[src/rtl/sdram_wr_pkg.sv]
// Shared definitions for the SDRAM write burst feeder: FSM state encoding
// and the default widths used by the feeder's parameters.
package sdram_wr_pkg;

  // Burst FSM state encoding
  localparam logic [1:0] ST_IDLE  = 2'd0;
  localparam logic [1:0] ST_REQ   = 2'd1;
  localparam logic [1:0] ST_BURST = 2'd2;
  localparam logic [1:0] ST_NEXT  = 2'd3;

  // Default widths (SDRAM Dq, row, column and bank address widths)
  localparam int DEFAULT_DATA_W = 16;
  localparam int DEFAULT_ROW_W  = 12;
  localparam int DEFAULT_COL_W  = 9;
  localparam int DEFAULT_BA_W   = 2;

endpackage

[src/rtl/sdram_wr_fifo.sv]
// Synchronous first-word-fall-through FIFO with an occupancy output.
// The head word is read combinationally; it reads as zero while empty so the
// output is deterministic after reset without clearing the storage array.
module sdram_wr_fifo
  import sdram_wr_pkg::*;
#(
  parameter int DATA_W = DEFAULT_DATA_W,
  parameter int DEPTH  = 16
) (
  input  logic                       clk,
  input  logic                       rst,
  input  logic                       din_valid,
  input  logic [DATA_W-1:0]          din,
  output logic                       din_ready,
  input  logic                       pop,
  output logic [DATA_W-1:0]          dout,
  output logic [$clog2(DEPTH):0]     level
);

  localparam int AW = $clog2(DEPTH);
  localparam logic [AW:0] FULL_LEVEL = (AW+1)'(DEPTH);

  logic [DATA_W-1:0] mem [DEPTH];
  logic [AW-1:0]     wr_ptr;
  logic [AW-1:0]     rd_ptr;
  logic              push;
  logic              do_pop;

  assign din_ready = (level != FULL_LEVEL);
  assign push      = din_valid & din_ready;
  // Popping an empty FIFO is never requested by the feeder, but guard anyway
  assign do_pop    = pop & (level != '0);
  assign dout      = (level == '0) ? '0 : mem[rd_ptr];

  // Storage write; the array itself is not reset
  always_ff @(posedge clk) begin
    if (push) begin
      mem[wr_ptr] <= din;
    end
  end

  // Pointer and occupancy bookkeeping
  always_ff @(posedge clk or posedge rst) begin
    if (rst) begin
      wr_ptr <= '0;
      rd_ptr <= '0;
      level  <= '0;
    end else begin
      if (push) begin
        wr_ptr <= wr_ptr + AW'(1);
      end
      if (do_pop) begin
        rd_ptr <= rd_ptr + AW'(1);
      end
      case ({push, do_pop})
        2'b10:   level <= level + (AW+1)'(1);
        2'b01:   level <= level - (AW+1)'(1);
        default: level <= level;
      endcase
    end
  end

endmodule

[src/rtl/sdram_wr_burst_feeder.sv]
// Write-side feeder for the SDRAM main controller. Buffers a user word
// stream, requests a burst write once a full burst is buffered, streams the
// words out as the controller pulls them and advances the linear
// bank/row/column write address after every burst.
// Optional feature: define SDRAM_WR_OVF_CNT_EN to add the 16-bit saturating
// ovf_cnt output counting push attempts made while the FIFO is full.
module sdram_wr_burst_feeder
  import sdram_wr_pkg::*;
#(
  parameter int DATA_W     = DEFAULT_DATA_W,
  parameter int BURST_LEN  = 4,
  parameter int FIFO_DEPTH = 16,
  parameter int ROW_W      = DEFAULT_ROW_W,
  parameter int COL_W      = DEFAULT_COL_W,
  parameter int BA_W       = DEFAULT_BA_W
) (
  input  logic                         clk,
  input  logic                         rst,
  input  logic                         din_valid,
  input  logic [DATA_W-1:0]            din,
  output logic                         din_ready,
  output logic                         wr_req,
  input  logic                         wr_ack,
  output logic [BA_W-1:0]              wr_bank,
  output logic [ROW_W-1:0]             wr_row,
  output logic [COL_W-1:0]             wr_col,
  input  logic                         wr_data_en,
  output logic [DATA_W-1:0]            wr_data,
  output logic [$clog2(FIFO_DEPTH):0]  fifo_level,
  output logic                         busy
`ifdef SDRAM_WR_OVF_CNT_EN
  ,
  output logic [15:0]                  ovf_cnt
`endif
);

  localparam int LVL_W  = $clog2(FIFO_DEPTH) + 1;
  localparam int ADDR_W = BA_W + ROW_W + COL_W;
  localparam int CNT_W  = (BURST_LEN > 1) ? $clog2(BURST_LEN) : 1;

  logic [1:0]        state_reg;
  logic [CNT_W-1:0]  beat_cnt_reg;
  logic [ADDR_W-1:0] addr_reg;
  logic              fifo_pop;

  // Words leave the FIFO only while a burst is being transferred
  assign fifo_pop = wr_data_en & (state_reg == ST_BURST);

  sdram_wr_fifo #(
    .DATA_W (DATA_W),
    .DEPTH  (FIFO_DEPTH)
  ) u_fifo (
    .clk       (clk),
    .rst       (rst),
    .din_valid (din_valid),
    .din       (din),
    .din_ready (din_ready),
    .pop       (fifo_pop),
    .dout      (wr_data),
    .level     (fifo_level)
  );

  assign wr_req = (state_reg == ST_REQ);
  assign busy   = (state_reg != ST_IDLE);

  // The address is one linear counter; column overflow carries into the
  // row and row overflow into the bank, with the bank wrapping to zero.
  assign wr_col  = addr_reg[COL_W-1:0];
  assign wr_row  = addr_reg[COL_W +: ROW_W];
  assign wr_bank = addr_reg[COL_W+ROW_W +: BA_W];

  // Burst sequencing: wait for a full burst, handshake, count beats, advance
  always_ff @(posedge clk or posedge rst) begin
    if (rst) begin
      state_reg    <= ST_IDLE;
      beat_cnt_reg <= '0;
      addr_reg     <= '0;
    end else begin
      case (state_reg)
        ST_IDLE: begin
          if (fifo_level >= LVL_W'(BURST_LEN)) begin
            state_reg <= ST_REQ;
          end
        end
        ST_REQ: begin
          if (wr_ack) begin
            state_reg    <= ST_BURST;
            beat_cnt_reg <= '0;
          end
        end
        ST_BURST: begin
          if (wr_data_en) begin
            beat_cnt_reg <= beat_cnt_reg + CNT_W'(1);
            if (beat_cnt_reg == CNT_W'(BURST_LEN - 1)) begin
              state_reg <= ST_NEXT;
            end
          end
        end
        ST_NEXT: begin
          addr_reg  <= addr_reg + ADDR_W'(BURST_LEN);
          state_reg <= ST_IDLE;
        end
        default: state_reg <= ST_IDLE;
      endcase
    end
  end

`ifdef SDRAM_WR_OVF_CNT_EN
  // Saturating count of push attempts rejected because the FIFO was full
  always_ff @(posedge clk or posedge rst) begin
    if (rst) begin
      ovf_cnt <= '0;
    end else if (din_valid && !din_ready && (ovf_cnt != 16'hFFFF)) begin
      ovf_cnt <= ovf_cnt + 16'd1;
    end
  end
`endif

endmodule

[config.mk]
export PLATFORM = sky130hd
export DESIGN_NAME = sdram_wr_burst_feeder
export DESIGN_NICKNAME = d
export VERILOG_FILES = /design/src/rtl/sdram_wr_pkg.sv /design/src/rtl/sdram_wr_fifo.sv /design/src/rtl/sdram_wr_burst_feeder.sv
export SDC_FILE = /design/constraint.sdc
export NUM_CORES = 1
export LEC_CHECK = 0
export BUFFER_PORTS_ARGS = -buffer_cell sky130_fd_sc_hd__buf_2
export CORE_MARGIN = 2
export CORE_UTILIZATION = 38
export CTS_CLUSTER_DIAMETER = 30
export DETAILED_ROUTE_END_ITERATION = 8
export GPL_TIMING_DRIVEN = 0
export HOLD_SLACK_MARGIN = 0.1
export PLACE_DENSITY = 0.66
export SYNTH_ARGS = -nofsm -noshare
export SYNTH_HDL_FRONTEND = slang
export SYNTH_SLANG_ARGS = --single-unit
[constraint.sdc]
create_clock -name clk -period 4.35 [get_ports clk]
set_clock_uncertainty 0.05 [all_clocks]
set_input_delay 0.435 -clock clk [delete_from_list [all_inputs] [get_ports clk]]
set_output_delay 0.435 -clock clk [all_outputs]
set_load 0.05 [all_outputs]
==> summary.md, run 1 <==
| Metric | Value |
|---|---|
| RSZ-0062 raised after global routing | `false` |
| # setup viols final | `0` |
| Die height | `180 um` |
| ANT nets after route | `0` |
| Detailed Route WL | `25.8 mm` |
| Nets | `778` |
| Critical Path Sink Type | `output pin` |
| Residual DRC | `0` |
| Required time of the critical path | `3.87 ns` |
| Max Clk Rate | `266 MHz` |
| Largest area contributor in the netlist | `edfxtp_1` |
| Most area-consuming cells after synthesis | `edfxtp_1, mux4_2, dfrtp_1` |
| Synth warn | `0` |
| Post-synth top area share | `65.4%` |
| Placeable Area | `30500 um^2` |
| Worst-path fanout max | `10` |
| Post-synthesis async set-or-reset flop share | `12.9%` |
| Routed WL per cell | `21.8 um` |
| Outcome | `finished clean` |
| Leak | `5.23 nW` |
| Drt initial violations | `518` |
| Clock sink total | `294` |
| Final Hold Viols | `0` |
| Routability cong. | `0.755` |
| Total Routing Usage GR | `16.1%` |
| Synth Cell Area | `11800 um^2` |
| Synth cell types | `42` |
| Power Density | `744 nW/um^2` |
| Clk Latency, worst-skew pair | `0.56 ns` |
| Max VDD drop | `0.517 mV` |
| Antenna Cells | `0` |
| Number of antenna violations at the first check in global routing | `0` |
| Initial Utilization | `38.6%` |
| HPWL after DPL | `16.4 mm` |
| Max reg flops | `256` |
| Average via count per standard cell | `5.24` |
| Synth Instances | `599` |
| Min-delay worst type | `in -> reg` |
| First-pass GRT wire length | `39.4 mm` |
| Max_cap viols | `0` |
| Pre-antenna DRT Iters | `5` |
| Fill count | `2475` |
| Most used DFF post-synth | `edfxtp_1` |
| Max_slew headroom | `37.8%` |
| Die area | `32400 um^2` |
| Worst-Margin Slew | `0.928 ns` |
| Seq cells post-synth | `294` |
| IO Count | `68` |
| H-tree levels | `2` |
| Layout cell share with drive strength beyond 1 | `37.7%` |
| Port buffer count | `65` |
| Final Max Slew Viols | `0` |
| Total power | `11.0 mW` |
| Vias post-DR | `6209` |
| Sequential area share after synthesis | `73.4%` |
| Gr ovfl total | `0` |
| Crit Path Category | `reg -> out` |
| Worst EP arrival | `3.27 ns` |
| Largest net degree at the start of global routing | `39` |
| Post-synth EDFFs | `256` |
| Clk buf depth | `3` |
| Root Buffer | `clkbuf_16` |
| Mean area per synthesized cell | `19.6 um^2` |
| Critical Path Start Type | `register` |
| CTS tree | `done` |
| Syn-to-layout area delta | `25.9%` |
| Cts bufs inserted | `56` |
| Final hold slack | `0.202 ns` |
| Row count | `64` |
| Period utilization | `86.3%` |
| Vias in the first global route | `6501` |
| Worst-path clk slew | `0.05 ns` |
| Tmin final | `3.75 ns` |
| Die X | `180 um` |
[power by group]
part,switching (mW),internal [mW],total [mW]
combinational,2.12,1.28,3.40
sequential,0.145,3.42,3.56
clock,1.48,2.57,4.05
[metal layers]
layer	share of wire [%]	global-route usage, %
met5	0	0
met4	2.4	5.43
met3	7.3	3.93
met2	47	25.6
met1	43	21.8
[path summary, 6_finish.rpt]
path                                 start          endpoint  slack, ns  cells after the start
hold / removal                      din[4]  u_fifo.mem[6][4]       0.20                      1
max in group asynchronous              rst  u_fifo.rd_ptr[1]       3.18                      3
setup / recovery           u_fifo.level[1]       wr_data[14]       0.60                      6
hold reg to reg               addr_reg[22]      addr_reg[22]       0.41                      1
setup reg to reg              state_reg[0]   u_fifo.level[4]       1.22                     12
min in group asynchronous              rst      addr_reg[22]       0.55                      3
[cell type report]
class                           instances  area (um^2)  share of cell area (%)
Sequential cell                       294         8640                    58.3
Buffer                                 28          138                   0.929
Tap cell                              396          495                    3.35
Multi-Input combinational cell        269         3010                    20.3
Clock buffer                           64         1500                    10.1
Inverter                                9         33.8                   0.228
Timing Repair Buffer                   84          649                    4.38
Clock inverter                         42          345                    2.33
[what timing repair did]
item	CTS	global route
buffers inserted	0	0
gates resized for setup	0	0
hold buffers	1	0
hold endpoints to repair	38	0
[logic make-up after synthesis]
group	count (synthesis)	share of synthesized area, %
XOR/XNOR	31	2.31
flip-flops	294	73.4
adder cells (fa/ha/maj)	15	1.60
AO/OA/AOI/OAI	36	2.51
AND/OR/NAND/NOR	100	4.41
multiplexers	85	14.2
other	1	0.0319
buffers and inverters	37	1.46
[through the flow]
stage | area (um^2) | worst slack [ns] | setup TNS [ns] | cells | utilization (%)
2_1_floorplan | 11800 | 1.13 | 0 | 600 | -
3_3_place_gp | 12600 | -0.162 | -8.02 | 1061 | 41.3
3_5_place_dp | 13000 | 1.16 | 0 | 1079 | 42.4
4_1_cts | 14800 | 0.582 | 0 | 1186 | 48.5
5_1_grt | 14800 | 0.421 | 0 | 1186 | 48.5
6_report | 14800 | 0.596 | 0 | 1186 | 48.5
[synth_stat cells (8+ instances only)]
library cell	instances
edfxtp_1	256
a221o_1	16
xor2_1	13
nand3_1	9
mux2_2	19
nand4_1	10
dfrtp_1	38
clkbuf_1	13
ha_1	15
nor2b_1	17
nand2_1	22
xnor2_1	18
mux4_2	64
buf_2	8
nor2_1	21
inv_1	9
[critical path: stages, from the launching register on]
cell,delay [ns]
dfrtp_1,0.33
clkbuf_1,0.28
nor2_1,0.20
a21oi_1,0.67
clkbuf_1,0.62
a221o_1,0.33
buf_2,0.28
[placed cells by master, fill, tap and decap left out, drive strengths merged, types with 10 or more instances in the layout]
cell    count
nand2      22
dfrtp      38
xor2       13
edfxtp    256
xnor2      18
nand4      10
buf        98
nor2       21
clkinv     22
nor2b      17
mux4       64
mux2       19
clkbuf     77
ha         15
inv        19
a221o      16
Power figures use the tool's default switching activity.
==> run 2: changes to the inputs <==
--- a/config.mk
+++ b/config.mk
@@ -5,6 +5,7 @@
 export SDC_FILE = /design/constraint.sdc
 export NUM_CORES = 1
 export LEC_CHECK = 0
+export ABC_AREA = 1
 export BUFFER_PORTS_ARGS = -buffer_cell sky130_fd_sc_hd__buf_2
 export CORE_MARGIN = 2
 export CORE_UTILIZATION = 38
==> summary.md, run 2 <==
| Metric | Value |
|---|---|
| Outcome | `finished clean` |
| Leak | `6.36 nW (+22%)` |
| PostCTS Resize Cnt | `0 (unchanged)` |
| RSZ-0062 raised after global routing | `false` |
| Number of antenna violations at the first check in global routing | `0 (unchanged)` |
| Post-synthesis async set-or-reset flop share | `12.9% (unchanged)` |
| Initial Utilization | `38.4% (-0.17 points)` |
| Vias in the first global route | `8572 (+32%)` |
| Final Max Slew Viols | `0 (unchanged)` |
| Routability cong. | `0.836 (+11%)` |
| Max VDD drop | `0.468 mV (-9.4%)` |
| Residual DRC | `0 (unchanged)` |
| Worst EP arrival | `2.68 ns (-0.59 ns)` |
| Post-synth EDFFs | `256 (unchanged)` |
| Commonest non-fill, non-tap cell in the layout | `nand2_1` |
| Worst-path clk slew | `0.05 ns (about the same)` |
| Max Clk Rate | `316 MHz (+19%)` |
| Syn-to-layout area delta | `25.3%` |
| Most used DFF post-synth | `edfxtp_1` |
| Hold-fix buffer count after cts | `1 (unchanged)` |
| Pre-antenna DRT Iters | `5 (unchanged)` |
| Power Density | `798 nW/um^2 (+7.2%)` |
| Clk Latency, worst-skew pair | `0.57 ns (about the same)` |
| Largest net degree at the start of global routing | `39 (unchanged)` |
| Synth Cell Area | `12400 um^2 (+5.6%)` |
| Most area-consuming cells after synthesis | `edfxtp_1, nand2_1, dfrtp_1` |
| Root Buffer | `clkbuf_16` |
| Required time of the critical path | `3.87 ns (about the same)` |
| Clock sink total | `294 (unchanged)` |
| Final Core Density | `48.1% (-0.44 points)` |
| Crit Path Category | `reg -> out` |
| Top cells by count, synth | `nand2_1, edfxtp_1, nand3_1` |
| Clk buf depth | `3 (unchanged)` |
| Detailed Route WL | `32.3 mm (+25%)` |
| Average via count per standard cell | `5.01 (-4.4%)` |
| Row count | `66 (+3.1%)` |
| Synth Instances | `1127 (+88%)` |
| Total Routing Usage GR | `19.2% (+3.1 points)` |
| Most numerous cell in the Yosys netlist | `nand2_1` |
| H-tree levels | `2 (unchanged)` |
| IO Count | `68 (unchanged)` |
| Seq cells post-synth | `294 (unchanged)` |
| Most frequent cells in the layout | `nand2_1, edfxtp_1, nand3_1, buf_2, a21oi_1` |
| Die height | `185 um (+2.7%)` |
| Post-route cell area | `15600 um^2 (+5.1%)` |
| ANT nets after route | `0 (unchanged)` |
| Synth cell types | `28 (-33%)` |
| Nets | `1301 (+67%)` |
| Antenna Cells | `0 (unchanged)` |
| Max_cap viols | `0 (unchanged)` |
| Max reg flops | `256 (unchanged)` |
| Max_slew headroom | `32.3% (-5.5 points)` |
| Cts bufs inserted | `56 (unchanged)` |
| Drt initial violations | `723 (+40%)` |
| Synth warn | `0 (unchanged)` |
| Post-synth top area share | `61.9% (-3.5 points)` |
| Tmin final | `3.17 ns (-0.587 ns)` |
| First-pass GRT wire length | `48.8 mm (+24%)` |
| Critical Path Sink Type | `output pin` |
| Period utilization | `72.8% (-13 points)` |
| Worst-path fanout max | `10 (unchanged)` |
| Min-delay worst type | `in -> reg` |
| Layout cell share with drive strength beyond 1 | `18.1% (-20 points)` |
| CTS tree | `done` |
| Postcts setup bufs | `0 (unchanged)` |
| Port buffer count | `65 (unchanged)` |
| Critical Path Start Type | `register` |
| Routed WL per cell | `18.4 um (-16%)` |
| Post-DP Area | `13500 um^2 (+4.5%)` |
| # setup viols final | `0 (unchanged)` |
| HPWL after DPL | `20.9 mm (+28%)` |
| Setup TNS | `0 ns (unchanged)` |
| Worst-Margin Slew | `1.02 ns (+0.0867 ns)` |
| Die X | `185 um (+2.7%)` |
| Mean area per synthesized cell | `11.0 um^2 (-44%)` |
| Vias post-DR | `8779 (+41%)` |
| Largest area contributor in the netlist | `edfxtp_1` |
| Final Hold Viols | `0 (unchanged)` |
| Total power | `12.4 mW (+13%)` |
| Die area | `34200 um^2 (+5.5%)` |
| Sequential area share after synthesis | `69.5% (-3.9 points)` |
| Placeable Area | `32400 um^2 (+6.1%)` |
| Gr ovfl total | `0 (unchanged)` |
[run 2: cells by family (layout without fill, tap and decap cells)]
| logic type | Yosys count | after routing | share of synthesized area (%) |
|---|---|---|---|
| AO/OA/AOI/OAI | 111 | 111 | 4.51 |
| AND/OR/NAND/NOR | 573 | 573 | 18.7 |
| buffers and inverters | 110 | 294 | 4.07 |
| adder cells (fa/ha/maj) | 15 | 15 | 1.51 |
| multiplexers | 1 | 1 | 0.0906 |
| XOR/XNOR | 22 | 22 | 1.55 |
| other | 1 | 2 | 0.0302 |
| flip-flops | 294 | 294 | 69.5 |
[run 2: layout make-up]
class / instances / area, um^2
repair buffers: 79 / 527
clock buffers: 61 / 1420
well taps: 442 / 553
multi-input cells: 724 / 3330
flip-flops and latches: 294 / 8640
fillers: 2925 / 16800
inverters: 60 / 225
clock inverters: 44 / 601
plain buffers: 50 / 280
[run 2: stage by stage]
| step | hold slack, ns | instances | setup WS (ns) |
|---|---|---|---|
| after floorplan | 0.405 | 1128 | 1.39 |
| after global placement | 0.424 | 1635 | 1.31 |
| after detailed placement | 0.439 | 1648 | 1.46 |
| after CTS | 0.162 | 1754 | 1.19 |
| after global routing | 0.194 | 1754 | 1.07 |
| final | 0.171 | 1754 | 1.18 |
[run 2: worst paths after layout]
kind | depth (start not counted) | slack, ns | from | endpoint
worst max-delay path | 10 | 1.18 | u_fifo.rd_ptr[0] | wr_data[12]
worst min-delay path | 5 | 0.17 | wr_data_en | beat_cnt_reg[1]
worst max register to register | 16 | 1.40 | u_fifo.level[2] | u_fifo.level[4]
worst min register to register | 2 | 0.44 | addr_reg[22] | addr_reg[22]
max in group asynchronous | 3 | 3.12 | rst | u_fifo.wr_ptr[3]
min in group asynchronous | 3 | 0.55 | rst | u_fifo.rd_ptr[2]
[run 2: power breakdown]
part           switching (mW)  internal (mW)
clock network            1.48           3.08
logic                    3.21           1.09
registers               0.155           3.41
[run 2: metal layers]
layer | routed length (um) | vias up | part of all wire [%] | track usage [%]
met5 | 0 | - | 0 | 0
met4 | 851 | 0 | 2.6 | 6.98
met3 | 2420 | 65 | 7.5 | 3.42
met2 | 15600 | 322 | 48 | 31.6
met1 | 13400 | 4278 | 42 | 25.6
li1 | - | 4114 | - | -
[run 2: worst max-delay path: stages (launching register included)]
cell and delay (ns):
dfrtp_1 0.43, inv_2 0.11, buf_4 0.18, buf_2 0.28, nand2_1 0.08, nand3_1 0.10, nand3_1 0.16, nand3_1 0.12
nand2_1 0.09, nor2_1 0.22, buf_2 0.32
==> run 3: changes to the inputs <==
--- a/config.mk
+++ b/config.mk
@@ -5,7 +5,7 @@
 export SDC_FILE = /design/constraint.sdc
 export NUM_CORES = 1
 export LEC_CHECK = 0
-export ABC_AREA = 1
+export ABC_AREA = 0
 export BUFFER_PORTS_ARGS = -buffer_cell sky130_fd_sc_hd__buf_2
 export CORE_MARGIN = 2
 export CORE_UTILIZATION = 38
==> constraint.sdc (replaced) <==
create_clock -name clk -period 3.1 [get_ports clk]
set_clock_uncertainty 0.05 [all_clocks]
set_input_delay 0.31 -clock clk [delete_from_list [all_inputs] [get_ports clk]]
set_output_delay 0.31 -clock clk [all_outputs]
set_load 0.05 [all_outputs]
==> summary.md, run 3 (synthesized netlist as in run 1, its figures left out) <==
| Metric | Value |
|---|---|
| CTS tree | `done` |
| Root Buffer | `clkbuf_16` |
| Total power | `15.9 mW (+28%)` |
| Pre-antenna DRT Iters | `7 (+2)` |
| Clk buf depth | `3 (unchanged)` |
| Die X | `180 um (-2.6%)` |
| Routability cong. | `0.734 (-12%)` |
| Worst-path clk slew | `0.05 ns (about the same)` |
| Post-DP Area | `13000 um^2 (-4.3%)` |
| Antenna Cells | `0 (unchanged)` |
| Max reg flops | `256 (unchanged)` |
| ANT nets after route | `0 (unchanged)` |
| Worst-Margin Slew | `0.811 ns (-0.204 ns)` |
| Max VDD drop | `0.670 mV (+43%)` |
| Clk Latency, worst-skew pair | `0.58 ns (about the same)` |
| Clock sink total | `294 (unchanged)` |
| H-tree levels | `2 (unchanged)` |
| Fill count | `2465 (-16%)` |
| Leak | `5.39 nW (-15%)` |
| Final Hold Viols | `0 (unchanged)` |
| Critical Path Start Type | `register` |
| Number of antenna violations at the first check in global routing | `0 (unchanged)` |
| Die height | `180 um (-2.6%)` |
| Row count | `64 (-3.0%)` |
| Final hold slack | `0.143 ns (-0.0276 ns)` |
| # setup viols final | `0 (unchanged)` |
| Detailed Route WL | `25.9 mm (-20%)` |
| Worst-path fanout max | `10 (unchanged)` |
| Final Max Slew Viols | `0 (unchanged)` |
| IO Count | `68 (unchanged)` |
| Routed WL per cell | `21.7 um (+18%)` |
| Max_slew headroom | `45.9% (+14 points)` |
| HPWL after DPL | `16.1 mm (-23%)` |
| Max Clk Rate | `331 MHz` |
| Period utilization | `97.5%` |
| Nets | `794 (-39%)` |
| Layout cell share with drive strength beyond 1 | `38.9% (+21 points)` |
| Vias post-DR | `6246 (-29%)` |
| Tmin final | `3.02 ns` |
| Cts bufs inserted | `52 (-7.1%)` |
| Initial Utilization | `38.6% (+0.17 points)` |
| Critical Path Sink Type | `output pin` |
| Required time of the critical path | `2.74 ns (-1.13 ns)` |
| Port buffer count | `65 (unchanged)` |
| Drt initial violations | `503 (-30%)` |
| First-pass GRT wire length | `39.4 mm (-19%)` |
| Post-route cell area | `15200 um^2 (-2.6%)` |
| Commonest non-fill, non-tap cell in the layout | `edfxtp_1` |
| Min-delay worst type | `in -> reg` |
| Worst EP arrival | `2.66 ns (-0.02 ns)` |
| Average via count per standard cell | `5.22 (+4.3%)` |
| Die area | `32400 um^2 (-5.2%)` |
| Placeable Area | `30500 um^2 (-5.8%)` |
| Gr ovfl total | `0 (unchanged)` |
| Vias in the first global route | `6584 (-23%)` |
| Largest net degree at the start of global routing | `39 (unchanged)` |
| Total Routing Usage GR | `16.1% (-3.1 points)` |
| Most frequent cells in the layout | `edfxtp_1, buf_2, mux4_2, clkbuf_16, dfrtp_1` |
| Syn-to-layout area delta | `28.9%` |
| Power Density | `1050 nW/um^2 (+32%)` |
| Residual DRC | `0 (unchanged)` |
| Outcome | `finished clean` |
| Crit Path Category | `reg -> out` |
| Setup TNS | `0 ns (unchanged)` |
| Max_cap viols | `0 (unchanged)` |
## run 3: cell count changes in the layout (fill, tap and decap cells not counted), moves of 18 or more
| cell | change |
|---|---|
| nand3_1 | -85 |
| nand2_1 | -384 |
| buf_2 | -22 |
| a21oi_1 | -80 |
| o21ai_0 | -21 |
| inv_1 | -48 |
| mux2_2 | +18 |
| nor2_1 | -32 |
| mux4_2 | +64 |
## run 3: per-stage QoR
step	instances	util, %	worst slack [ns]
after global routing	1196	49.7	-0.00254
after CTS	1190	49.5	0.00990
after global placement	1061	41.3	-0.602
final	1196	49.7	0.0783
after detailed placement	1077	42.5	-0.123
after floorplan	600	-	0.0806
## run 3: layout make-up
cell class                 instances  area [um^2]  area share, %
timing repair buffer             105          841           5.55
clock inverter                    43          539           3.56
sequential                       294         8640           57.0
multi-input combinational        269         3090           20.4
inverter                           9         33.8          0.223
buffer                            27          214           1.41
tap                              396          495           3.27
clock buffer                      53         1310           8.61
## run 3: timing repair
item | 4_1_cts | 5_1_grt
resized for setup | 39 | 7
endpoints found under the hold margin | 284 | 0
gates cloned | 0 | 0
pin swaps | 1 | 1
buffers inserted | 0 | 7
endpoints found under the setup margin | 17 | 13
hold buffers | 17 | 0
## run 3: report_power, final
| part | internal [mW] | switching (mW) |
|---|---|---|
| clock | 3.85 | 2.00 |
| sequential | 4.80 | 0.233 |
| combinational | 1.98 | 3.05 |
| total | 10.6 | 5.28 |
## run 3: critical path: stages, from the launching register on
cell and delay (ns):
dfrtp_2 0.42, buf_12 0.15, buf_16 0.15, mux4_2 0.51, mux2_2 0.28, a221o_1 0.32
buf_2 0.23
## run 3: path summary, 6_finish.rpt
kind	startpoint	end	slack, ns	cells past startpoint
setup / recovery	u_fifo.rd_ptr[0]	wr_data[0]	0.08	6
hold reg to reg	addr_reg[22]	addr_reg[22]	0.41	1
hold / removal	din_valid	u_fifo.wr_ptr[0]	0.14	4
setup reg to reg	u_fifo.level[2]	u_fifo.level[4]	0.29	12
max in group asynchronous	rst	u_fifo.level[1]	2.01	3
min in group asynchronous	rst	u_fifo.rd_ptr[1]	0.40	3
## run 3: per-layer routing
layer | wire [um] | track usage (%) | share of wire [%] | vias to the layer above
met4 | 634 | 5.20 | 2.4 | 0
met2 | 12300 | 25.5 | 48 | 250
met5 | 0 | 0 | 0 | -
met1 | 11200 | 22.1 | 43 | 3206
li1 | - | - | - | 2742
met3 | 1750 | 3.89 | 6.8 | 48
